File: config.mk
export PLATFORM = sky130hd
export DESIGN_NAME = event_encoder_16x4
export DESIGN_NICKNAME = d
export VERILOG_FILES = /design/src/rtl/event_encoder_16x4.sv
export SDC_FILE = /design/constraint.sdc
export NUM_CORES = 1
export LEC_CHECK = 0
export BUFFER_PORTS_ARGS = -buffer_cell sky130_fd_sc_hd__buf_2
export CAP_MARGIN = 20
export CORE_ASPECT_RATIO = 1.5
export CORE_MARGIN = 2
export CORE_UTILIZATION = 49
export CTS_CLUSTER_DIAMETER = 30
export DETAILED_ROUTE_END_ITERATION = 12
export PLACE_DENSITY = 0.79
export SYNTH_ARGS = -nofsm -noshare
export SYNTH_HDL_FRONTEND = slang
export SYNTH_SLANG_ARGS = --single-unit
File: constraint.sdc
create_clock -name clk -period 2.2 [get_ports clk]
set_input_delay 0.11 -clock clk [delete_from_list [all_inputs] [get_ports clk]]
set_output_delay 0.11 -clock clk [all_outputs]
set_load 0.02 [all_outputs]
File: src/rtl/event_encoder_16x4.sv
`default_nettype none
// ============================================================================
//  Module      : event_encoder_16x4
//  Description : Sequential N-to-log2(N) event encoder. Event strobes on W are
//                captured into a sticky pending register and serialized as
//                binary codes on a valid/ready handshake.
//                Build option: define ROUND_ROBIN_EN for rotating priority
//                (search starts after the last accepted code); otherwise the
//                lowest pending index wins.
//  Ports       : clk      - rising-edge clock
//                rst      - synchronous active-high reset
//                En       - capture enable for W
//                W        - event strobes, W[i] maps to code i
//                Y        - registered code being offered
//                valid    - Y holds a code, held until accepted
//                ready    - sink accepts Y when valid & ready at an edge
//                pending  - sticky pending-event register
//                overflow - sticky flag: an event was lost to coalescing
//  Revision    : 1.0 - initial release
// ============================================================================
module event_encoder_16x4 #(
  parameter int N      = 16,
  parameter int CODE_W = 4
) (
  input  logic              clk,
  input  logic              rst,
  input  logic              En,
  input  logic [N-1:0]      W,
  output logic [CODE_W-1:0] Y,
  output logic              valid,
  input  logic              ready,
  output logic [N-1:0]      pending,
  output logic              overflow
);

  // Reject unsupported configurations at elaboration time.
  if ((CODE_W != $clog2(N)) || (N < 4) || (N > 16) || ((N & (N - 1)) != 0)) begin : g_param_check
    $error("event_encoder_16x4: N must be a power of two in 4..16 and CODE_W must equal log2(N)");
  end

  typedef enum logic [0:0] {
    IDLE  = 1'b0,
    OFFER = 1'b1
  } state_t;

  state_t            state;
  state_t            state_nxt;
  logic [CODE_W-1:0] y_nxt;
  logic              valid_nxt;
  logic [CODE_W-1:0] sel;
  logic              accept;
  logic [N-1:0]      clr;
  logic [N-1:0]      pending_nxt;
  logic              lost;

  // valid is only ever high in OFFER, so this is the handshake completion.
  assign accept = valid & ready;
  assign clr    = accept ? (N'(1) << Y) : '0;

  // Set wins over clear: W is OR-ed in after the accepted bit is removed.
  always_comb begin
    pending_nxt = pending & ~clr;
    lost        = 1'b0;
    if (En) begin
      pending_nxt = pending_nxt | W;
      lost        = |(W & pending & ~clr);
    end
  end

`ifdef ROUND_ROBIN_EN
  logic [CODE_W-1:0] last_acc;

  always_ff @(posedge clk) begin
    if (rst) begin
      last_acc <= CODE_W'(N - 1);
    end else if (accept) begin
      last_acc <= Y;
    end
  end

  // Search starts one past the last accepted code and wraps naturally,
  // since N is exactly 2**CODE_W.
  always_comb begin
    logic [CODE_W-1:0] idx;
    logic              found;
    sel   = '0;
    found = 1'b0;
    idx   = '0;
    for (int k = 0; k < N; k++) begin
      idx = last_acc + CODE_W'(k) + CODE_W'(1);
      if (!found && pending[idx]) begin
        sel   = idx;
        found = 1'b1;
      end
    end
  end
`else
  // Fixed priority: scanning downward leaves the lowest set index in sel.
  always_comb begin
    sel = '0;
    for (int i = N - 1; i >= 0; i--) begin
      if (pending[i]) begin
        sel = CODE_W'(i);
      end
    end
  end
`endif

  always_comb begin
    state_nxt = state;
    y_nxt     = Y;
    valid_nxt = valid;
    case (state)
      IDLE: begin
        valid_nxt = 1'b0;
        if (pending != '0) begin
          y_nxt     = sel;
          valid_nxt = 1'b1;
          state_nxt = OFFER;
        end
      end
      OFFER: begin
        // Y is frozen here; new events only accumulate in pending.
        if (accept) begin
          valid_nxt = 1'b0;
          state_nxt = IDLE;
        end
      end
      default: begin
        valid_nxt = 1'b0;
        state_nxt = IDLE;
      end
    endcase
  end

  always_ff @(posedge clk) begin
    if (rst) begin
      state    <= IDLE;
      Y        <= '0;
      valid    <= 1'b0;
      pending  <= '0;
      overflow <= 1'b0;
    end else begin
      state    <= state_nxt;
      Y        <= y_nxt;
      valid    <= valid_nxt;
      pending  <= pending_nxt;
      overflow <= overflow | lost;
    end
  end

endmodule
`default_nettype wire

After elaboration in Yosys (flattened, before gate mapping) --
Cells that the tools add are included.
Operators by class: equal/unequal tests 1, shift operators 1, muxes and demuxes 24, bitwise logic cells 8, reductions and logical operators 3
Operators by type and width (number):
- $mux W4 | 16
- $and A16 B16 Y16 | 3
- $mux W16 | 2
- $not A16 Y16 | 1
- $or A16 B16 Y16 | 1
- $reduce_bool A16 Y1 | 1
- $reduce_or A16 Y1 | 1
- $shl A1 B4 Y16 const A | 1
- $mux W1 | 4
- $pmux W1 S2 | 2
- $ne A2 B1 Y1 const B | 1
- $reduce_and A2 Y1 | 1
- $and A1 B1 Y1 | 1
- $not A1 Y1 | 1
- $or A1 B1 Y1 | 1
Word-level totals: bits in registers 23, bits of input ports 20

Longest topological paths before layout --
Gate-level depths: netlist of run 1.
word-level depth 16, depth in mapped cells 8, mapped depth without buffers 6

Worst setup path after synthesis of run 1 --
No wires, ideal clock.
kind reg-to-reg, from register valid, to register overflow, arrival 1.562 ns, path slack 0.513 ns, cell stages (with the launch flop) 8, buffers on the path 1, period minus slack after synthesis 1.687 ns, cells stage by stage dfxtp_1 > and4b_1 > buf_4 > a31oi_1 > a2111oi_2 > nand3_1 > o21ai_1 > o21ai_1
On the way: word-level cells in the longest chain between the ends 7
RTL lines:
- start, declared | line 30 | output logic valid,
- start signal, assigned | line 146 | valid <= valid_nxt;
- $and A1 B1 Y1 | line 57 | assign accept = valid & ready;
- $mux W16 | line 58 | assign clr = accept ? (N'(1) << Y) : '0;
- $not A16 Y16 | line 66 | lost = |(W & pending & ~clr);
- $and A16 B16 Y16 | line 66
- $reduce_or A16 Y1 | line 66
- $mux W1 | line 64 | if (En) begin
- $or A1 B1 Y1 | line 148 | overflow <= overflow | lost;
- end signal, assigned | line 148
- end, declared | line 33 | output logic overflow
Every way passes these cells. A chain may end at the register's enable or synchronous reset.

Worst setup path after layout of run 1 --
from register Y[2], to register overflow
On the way: word-level cells in the longest chain between the ends 7
RTL lines:
- start, declared | line 29 | output logic [CODE_W-1:0] Y,
- start signal, assigned | line 145 | Y <= y_nxt;
- $shl A1 B4 Y16 | line 58
- $mux W16 | line 58
- $not A16 Y16 | line 66
- $and A16 B16 Y16 | line 66
- $reduce_or A16 Y1 | line 66
- $mux W1 | line 64
- $or A1 B1 Y1 | line 148
Every way passes these cells.

==> metrics.txt, run 1 <==
status=finished, final reports clean; H-tree depth=1; layout cell share with drive strength beyond 1=0.242; Critical Path RT=between 2 and 2.5 ns; Hold Crit Class=in2reg; mean post-synth cell area=around 7.4 sq um; Setup Skew=between 0.0015 and 0.002 ns; fin cells=between 200 and 250; DR vias=roughly 1400; Worst slew margin=0.656; cell area after layout=roughly 0.0014 sq mm; # port buffers=a little over 40; Iter 0 DRT Violations=just under 90; Synth area leaders=dfxtp_1 38%, a21oi_1 9.1%, a22oi_1 8.1%, nand2_1 7.8%, nor2_1 7.5%; first-pass GRT wire length=~5400 um; syn_nets=183; gr usage total=0.253; cts hold-fix bufs=0; antenna viol nets, final=0; Mapped Cells=between 150 and 200; Final GP Congestion=0.934; period utilization=0.872; sequential share of the synthesized area=0.381; hold_ws=around 0.042 ns; FF+latch count, synth=23; vias per std cell=around 6; Pins Over Slew Limit=0; Max-Cap Viols=0; gr busiest metal=met2; f_max=roughly 520 MHz; Inst Count DP=~220; pre-CTS setup slack=about 0.36 ns; Root Buffer=clkbuf_4; io pins=42; largest net degree at the start of global routing=26; Worst R2R Setup Slack=about 0.28 ns; critical path class=reg2reg; DP Area=approximately 0.0014 sq mm; # setup viols final=0; synth warn=0; nets@finish=around 220; Reg clk slew, reported paths=0.12 ns; critical path arrival=~2.1 ns; Resized cells post-CTS=0; later-pin clock latency in the skew report=~0.32 ns; clk sinks=23; Layout area overhead=17.7%; # rows=22; GR Util met2=0.397; met1 Use GR=0.314; DR pass1 iterations=5; die width=44.6 um; Core Area=between 0.002 and 0.0025 sq mm; initial core utilization=0.505; vias in the first global route=1224; Worst VDD drop=0.419 mV; total CTS buffers=3; Slew @ Worst Pin=approximately 0.51 ns; Distinct cells, synth=29; die area=0.00289 sq mm; crit end category=flip-flop; post-synthesis instance area=around 0.0012 sq mm; setup repair after global routing missed its margin=false; Crit Path Max Fanout=9; CTS tree=yes; minimum clock period=1.92 ns; Fin Setup TNS=0 ns; Die Y=roughly 65 um; GRT met3 Usage=0.0334; post-CTS setup buffer count=0; initial antenna violation count=0; most frequent cells in the layout=41 x buf_2, 25 x nand2_1, 24 x nor2_1; Leak Pwr=~0.00063 uW; maximum clock path buffer count=2; Yosys top cell by area=dfxtp_1; gr ovfl total=0; top cell type's share of synthesized area=0.381; # DRC=0; Layout fillers=around 240; Hold Violations, Final=0; commonest non-fill, non-tap cell in the layout=buf_2; ANT cells=0; Worst setup SP type=flip-flop; drt total wl=around 3300 um; Final WS setup=~0.28 ns; wire length per cell=about 15 um; DPL Wire Length=2500 um; Pwr Density=between 600 and 700 mW/mm^2
-- synthesized netlist by cell type --
| cell | instances |
|---|---|
| nand2_1 | 25 |
| nor2_1 | 24 |
| dfxtp_1 | 23 |
| a21oi_1 | 22 |
| a22oi_1 | 13 |
| a31oi_1 | 6 |
| nor3_1 | 6 |
| clkbuf_1 | 5 |
| nand3_1 | 5 |
| inv_1 | 4 |
| nor4_1 | 3 |
| o21ai_1 | 3 |
| a2111oi_2 | 2 |
| and4b_1 | 2 |
| buf_2 | 2 |
| buf_4 | 2 |
| nand3b_1 | 2 |
| nor2b_1 | 2 |
| o31ai_1 | 2 |
| a211oi_1 | 1 |
| a21oi_2 | 1 |
| a221oi_1 | 1 |
| and2b_1 | 1 |
| and4_1 | 1 |
| and4bb_1 | 1 |
| buf_1 | 1 |
| nand2b_1 | 1 |
| nor2_2 | 1 |
| o41ai_1 | 1 |
-- where the power goes --
part           leakage (uW)  total, uW  switching, uW  internal (uW)
Clock             0.0000150        199            128           71.2
Sequential         0.000191        507           53.4            454
Combinational      0.000423        275            170            105
-- state kept, by name (all words and copies together) (netlist names) --
signal	count
pending	16
valid	1
overflow	1
Y	4
state	1
-- worst max-delay path, stage by stage, from the launching register on --
cell       delay, ns
dfxtp_1         0.49
nor2b_1         0.45
a21oi_1         0.16
a2111oi_2       0.39
nand3_1         0.12
o21ai_1         0.13
o21ai_1         0.07
-- logic make-up after synthesis --
logic type	after synthesis	synth area share
compound gates	52	0.281
simple gates	74	0.287
flops	23	0.381
buf+inv	14	0.0518
-- cell type report --
class,count,area (sq um),share of cell area
Sequential cell,23,460,0.324
Timing Repair Buffer,41,205,0.144
Inverter,4,15.0,0.0106
Tap cell,24,30.0,0.0211
Multi-Input combinational cell,126,686,0.482
Clock buffer,4,26.3,0.0185
-- layer usage --
metal | up-vias | part of all wire
met5 | - | 0
met4 | 0 | 0.046
met3 | 13 | 0.051
met2 | 51 | 0.49
met1 | 628 | 0.41
li1 | 661 | -
-- through the flow --
step | total power [uW] | utilization
after global placement | 780 | 0.583
after detailed placement | 788 | 0.583
after floorplan | 700 | -
final | 981 | 0.594
after CTS | 983 | 0.594
after global routing | 1040 | 0.594
-- worst paths after layout --
| check | startpoint | end | depth (start not counted) |
|---|---|---|---|
| setup reg to reg | Y[2]$_SDFFE_PP0P_ | overflow$_SDFF_PP0_ | 6 |
| hold / removal | W[2] | pending[2]$_SDFF_PP0_ | 3 |
| hold reg to reg | overflow$_SDFF_PP0_ | overflow$_SDFF_PP0_ | 2 |
| setup / recovery | Y[2]$_SDFFE_PP0P_ | overflow$_SDFF_PP0_ | 6 |
Note: power is estimated with default switching activity, not from simulation.
==> run 2, diff against run 1 <==
--- a/config.mk
+++ b/config.mk
@@ -12,7 +12,8 @@
 export CORE_UTILIZATION = 49
 export CTS_CLUSTER_DIAMETER = 30
 export DETAILED_ROUTE_END_ITERATION = 12
-export PLACE_DENSITY = 0.79
+export PLACE_DENSITY_LB_ADDON = 0.12
 export SYNTH_ARGS = -nofsm -noshare
 export SYNTH_HDL_FRONTEND = slang
 export SYNTH_SLANG_ARGS = --single-unit
+export TNS_END_PERCENT = 100
==> run 2 against run 1 <==
Effect of this change: setup slack gained 0.012 ns; power increased by 0.78%; cell count increased by 0.45%.
==> metrics.txt, run 2 (synthesized netlist as in run 1, its figures left out) <==
status=finished, final reports clean; worst setup path end=overflow$_SDFF_PP0_; Slew @ Worst Pin=0.465 ns; post-CTS setup buffer count=0; Resized cells post-CTS=0; Die Y=approximately 65 um; most frequent cells in the layout=41 x buf_2, 25 x nand2_1, 24 x nor2_1; vias in the first global route=between 1000 and 1500; Worst VDD drop=~0.45 mV; Setup Skew=slightly above 0.007 ns; # rows=22; maximum clock path buffer count=2; hold_ws=~0.033 ns; critical path arrival=between 2 and 2.5 ns; Critical Path RT=2.42 ns; CP startpoint=Y[2]$_SDFFE_PP0P_; die area=roughly 0.0029 sq mm; Worst slew margin=0.687; cell breakdown of the critical path=nor2b_1 > a21oi_1 > a2111oi_2 > nand3_1 > o21ai_1 > o21ai_1; f_max=roughly 520 MHz; Reg2Reg Depth=6; antenna viol nets, final=0; die width=44.6 um; wire length per cell=15.3 um; Hold Violations, Final=0; Final GP Congestion=between 0.9 and 1; Reg clk slew, reported paths=0.13 ns; Reg with most FFs=pending; # DRC=0; layout cell share with drive strength beyond 1=0.246; Crit Path Max Fanout=9; Layout area overhead=18.3%; vias per std cell=6.09; reg2reg end=overflow$_SDFF_PP0_; Critical Path Most Common Cell=o21ai_1; Fin Setup TNS=0 ns; gr ovfl total=0; Worst R2R Setup Slack=~0.29 ns; registers with the most flip-flops=pending: 16 flops, Y: 4 flops; Power, Total=roughly 990 uW; H-tree depth=1; Root Buffer=clkbuf_4; setup repair after global routing missed its margin=false; clk sinks=23; largest net degree at the start of global routing=26; Core Area=around 0.0024 sq mm; critical path class=reg2reg; nets@finish=220; Iter 0 DRT Violations=52; period utilization=0.866; Pins Over Slew Limit=0; Max-Cap Viols=0; cts hold-fix bufs=0; Hold Crit Class=in2reg; DR vias=1359; later-pin clock latency in the skew report=approximately 0.32 ns; gr usage total=0.260; Leak Pwr=0.000634 uW; CTS tree=yes; slowest stage delay, CP=around 0.50 ns; # setup viols final=0; FF-to-FF Start=Y[2]$_SDFFE_PP0P_; total CTS buffers=3; Pwr Density=just under 700 mW/mm^2; DPL Wire Length=~2600 um; initial antenna violation count=0; first-pass GRT wire length=5680 um; crit end category=flip-flop; Layout fillers=approximately 250; minimum clock period=between 1.5 and 2 ns; DR pass1 iterations=4; initial core utilization=0.505; drt total wl=3410 um; io pins=42; Slowest-stage cell, CP=dfxtp_1; Worst setup SP type=flip-flop; hold path start=W[2]; max FFs per register=16; # port buffers=between 40 and 50; ANT cells=0; commonest non-fill, non-tap cell in the layout=buf_2
==> run 2: power by group <==
group	internal [uW]	switching [uW]
clock network	71.1	133
logic	106	167
registers	454	58.0
==> run 2: layer usage <==
layer | global-route usage | vias to the layer above | part of all wire
li1 | - | 663 | -
met1 | 0.322 | 621 | 0.40
met2 | 0.426 | 62 | 0.50
met3 | 0.0279 | 13 | 0.054
met4 | 0.136 | 0 | 0.037
met5 | 0 | - | 0
==> run 2: worst max-delay path, delay by kind of cell (launching register included) <==
family | cells | cell delay [ns]
flip-flops | 1 | 0.50
AO/OA/AOI/OAI | 4 | 0.73
AND/OR/NAND/NOR | 2 | 0.56
==> run 2: final cells by class <==
cell class	count	area, sq um	area share
clock buffer	4	26.3	0.0184
tap	24	30.0	0.0210
inverter	4	15.0	0.0105
sequential	23	460	0.322
multi-input combinational	126	686	0.479
timing repair buffer	42	213	0.149
==> run 2: metrics by stage <==
step,utilization,worst slack (ns),cell area [sq um],instances
CTS,0.597,0.353,1430,223
detailed placement,0.586,0.375,1400,219
finish,0.597,0.294,1430,223
floorplan,-,0.513,1210,163
global placement,0.586,0.462,1400,219
global route,0.597,0.111,1430,223
==> run 2: how the worst min path moves through the flow <==
| stage | to | slack, ns | cells after the start |
|---|---|---|---|
| floorplan | pending[2]$_SDFF_PP0_ | 0.25 | 2 |
| global placement | pending[2]$_SDFF_PP0_ | 0.36 | 3 |
| detailed placement | pending[2]$_SDFF_PP0_ | 0.37 | 3 |
| CTS | pending[2]$_SDFF_PP0_ | 0.04 | 3 |
| global route | pending[2]$_SDFF_PP0_ | 0.04 | 3 |
| finish | pending[2]$_SDFF_PP0_ | 0.03 | 3 |
==> run 3, diff against run 2 <==
--- a/config.mk
+++ b/config.mk
@@ -12,7 +12,7 @@
 export CORE_UTILIZATION = 49
 export CTS_CLUSTER_DIAMETER = 30
 export DETAILED_ROUTE_END_ITERATION = 12
-export PLACE_DENSITY_LB_ADDON = 0.12
+export PLACE_DENSITY = 0.8
 export SYNTH_ARGS = -nofsm -noshare
 export SYNTH_HDL_FRONTEND = slang
 export SYNTH_SLANG_ARGS = --single-unit
==> run 3 against run 2 <==
Effect of this change: wire length is 2.4% lower; design area is 0.44% lower; global-route usage shrank 1.5 points; sequential power is essentially flat; sequential share of layout area grew 0.14 points; clock-buffer cell count decreased by 1; utilization down 0.26 points; setup slack better by 0.018 ns; power shrank 0.97%; sequential cell count is the same; combinational power barely moved; via count is 0.88% higher; largest cell class unchanged.
==> metrics.txt, run 3 (synthesized netlist as in run 1, its figures left out) <==
status=finished, final reports clean; later-pin clock latency in the skew report=0.31 ns; Setup Skew=roughly 0.0044 ns; Root Buffer=clkbuf_4; gr usage total=0.245; hold_ws=between 0.04 and 0.05 ns; Leak Pwr=0.000631 uW; initial antenna violation count=0; layout cell share with drive strength beyond 1=0.247; Worst R2R Setup Slack=0.31 ns; Iter 0 DRT Violations=70; Reg clk slew, reported paths=around 0.13 ns; FF-to-FF Start=Y[2]$_SDFFE_PP0P_; nets@finish=around 220; Worst VDD drop=roughly 0.53 mV; Worst slew margin=0.683; cts hold-fix bufs=0; ANT cells=0; Reg with most FFs=pending; f_max=around 530 MHz; # setup viols final=0; wire length per cell=15.0 um; crit end category=flip-flop; DR vias=1371; CTS tree=yes; worst setup path end=overflow$_SDFF_PP0_; Crit Path Max Fanout=9; Critical Path RT=2.40 ns; DPL Wire Length=2550 um; die area=0.00289 sq mm; setup repair after global routing missed its margin=false; Final GP Congestion=a little over 0.9; Multi-input gate area=about 690 sq um; Hold Crit Class=in2reg; total CTS buffers=3; Core Area=about 0.0024 sq mm; minimum clock period=1.89 ns; initial core utilization=0.505; largest net degree at the start of global routing=26; Die Y=between 60 and 70 um; Layout area overhead=17.8%; critical path arrival=between 2 and 2.5 ns; period utilization=0.858; gr ovfl total=0; die width=between 40 and 50 um; io pins=42; Slew @ Worst Pin=approximately 0.47 ns; Pins Over Slew Limit=0; # DRC=0; critical path class=reg2reg; commonest non-fill, non-tap cell in the layout=buf_2; Hold Violations, Final=0; Fin Setup TNS=0 ns; maximum clock path buffer count=2; CP startpoint=Y[2]$_SDFFE_PP0P_; max FFs per register=16; most frequent cells in the layout=41 x buf_2, 25 x nand2_1, 24 x nor2_1; Reg2Reg Depth=6; H-tree depth=1; antenna viol nets, final=0; Layout fillers=about 240; vias per std cell=6.18; clk sinks=23; first-pass GRT wire length=approximately 5300 um; Resized cells post-CTS=0; DR pass1 iterations=4; vias in the first global route=~1200; register area=roughly 460 sq um; post-CTS setup buffer count=0; # port buffers=41; registers with the most flip-flops=pending: 16 flops, Y: 4 flops; Worst setup SP type=flip-flop; reg2reg end=overflow$_SDFF_PP0_; # rows=22; Power, Total=slightly below 1000 uW; Pwr Density=about 690 mW/mm^2; drt total wl=roughly 3300 um; Max-Cap Viols=0
==> run 3: area by class of cell <==
cell class | instances | area share
multi-input combinational | 126 | 0.482
sequential | 23 | 0.323
timing repair buffer | 41 | 0.144
tap | 24 | 0.0211
clock buffer | 3 | 0.0158
inverter | 4 | 0.0105
clock inverter | 1 | 0.00351
==> run 3: worst min path at each step <==
stage,from,to,slack (ns),depth (start not counted)
floorplan,W[2],pending[2]$_SDFF_PP0_,0.25,2
global placement,W[2],pending[2]$_SDFF_PP0_,0.36,3
detailed placement,W[2],pending[2]$_SDFF_PP0_,0.37,3
CTS,W[2],pending[2]$_SDFF_PP0_,0.04,3
global route,W[1],pending[1]$_SDFF_PP0_,0.06,3
finish,W[2],pending[2]$_SDFF_PP0_,0.04,3
==> run 3: worst max-delay path, stage by stage (launching register included) <==
cell and delay [ns]:
dfxtp_1 0.51, nor2b_1 0.46, a21oi_1 0.15, a2111oi_2 0.35, nand3_1 0.12, o21ai_1 0.13
o21ai_1 0.07
==> run 3: per-stage QoR <==
stage | instance area [sq um] | utilization | cells | worst slack (ns)
after CTS | 1420 | 0.595 | 222 | 0.357
final | 1420 | 0.595 | 222 | 0.312
after global placement | 1400 | 0.583 | 218 | 0.453
after detailed placement | 1400 | 0.583 | 218 | 0.381
after floorplan | 1210 | - | 163 | 0.513
after global routing | 1420 | 0.595 | 222 | 0.0884
==> run 3: metal layers <==
layer	vias up	global-route usage	wire length, um
met5	-	0	0
met4	0	0.117	99
met3	10	0.0334	253
met2	70	0.417	1710
met1	630	0.289	1260
li1	661	-	-
==> run 3: power by group <==
group	internal (uW)	switching (uW)
registers	454	56.2
clock network	67.9	127
logic	105	169
total	627	352
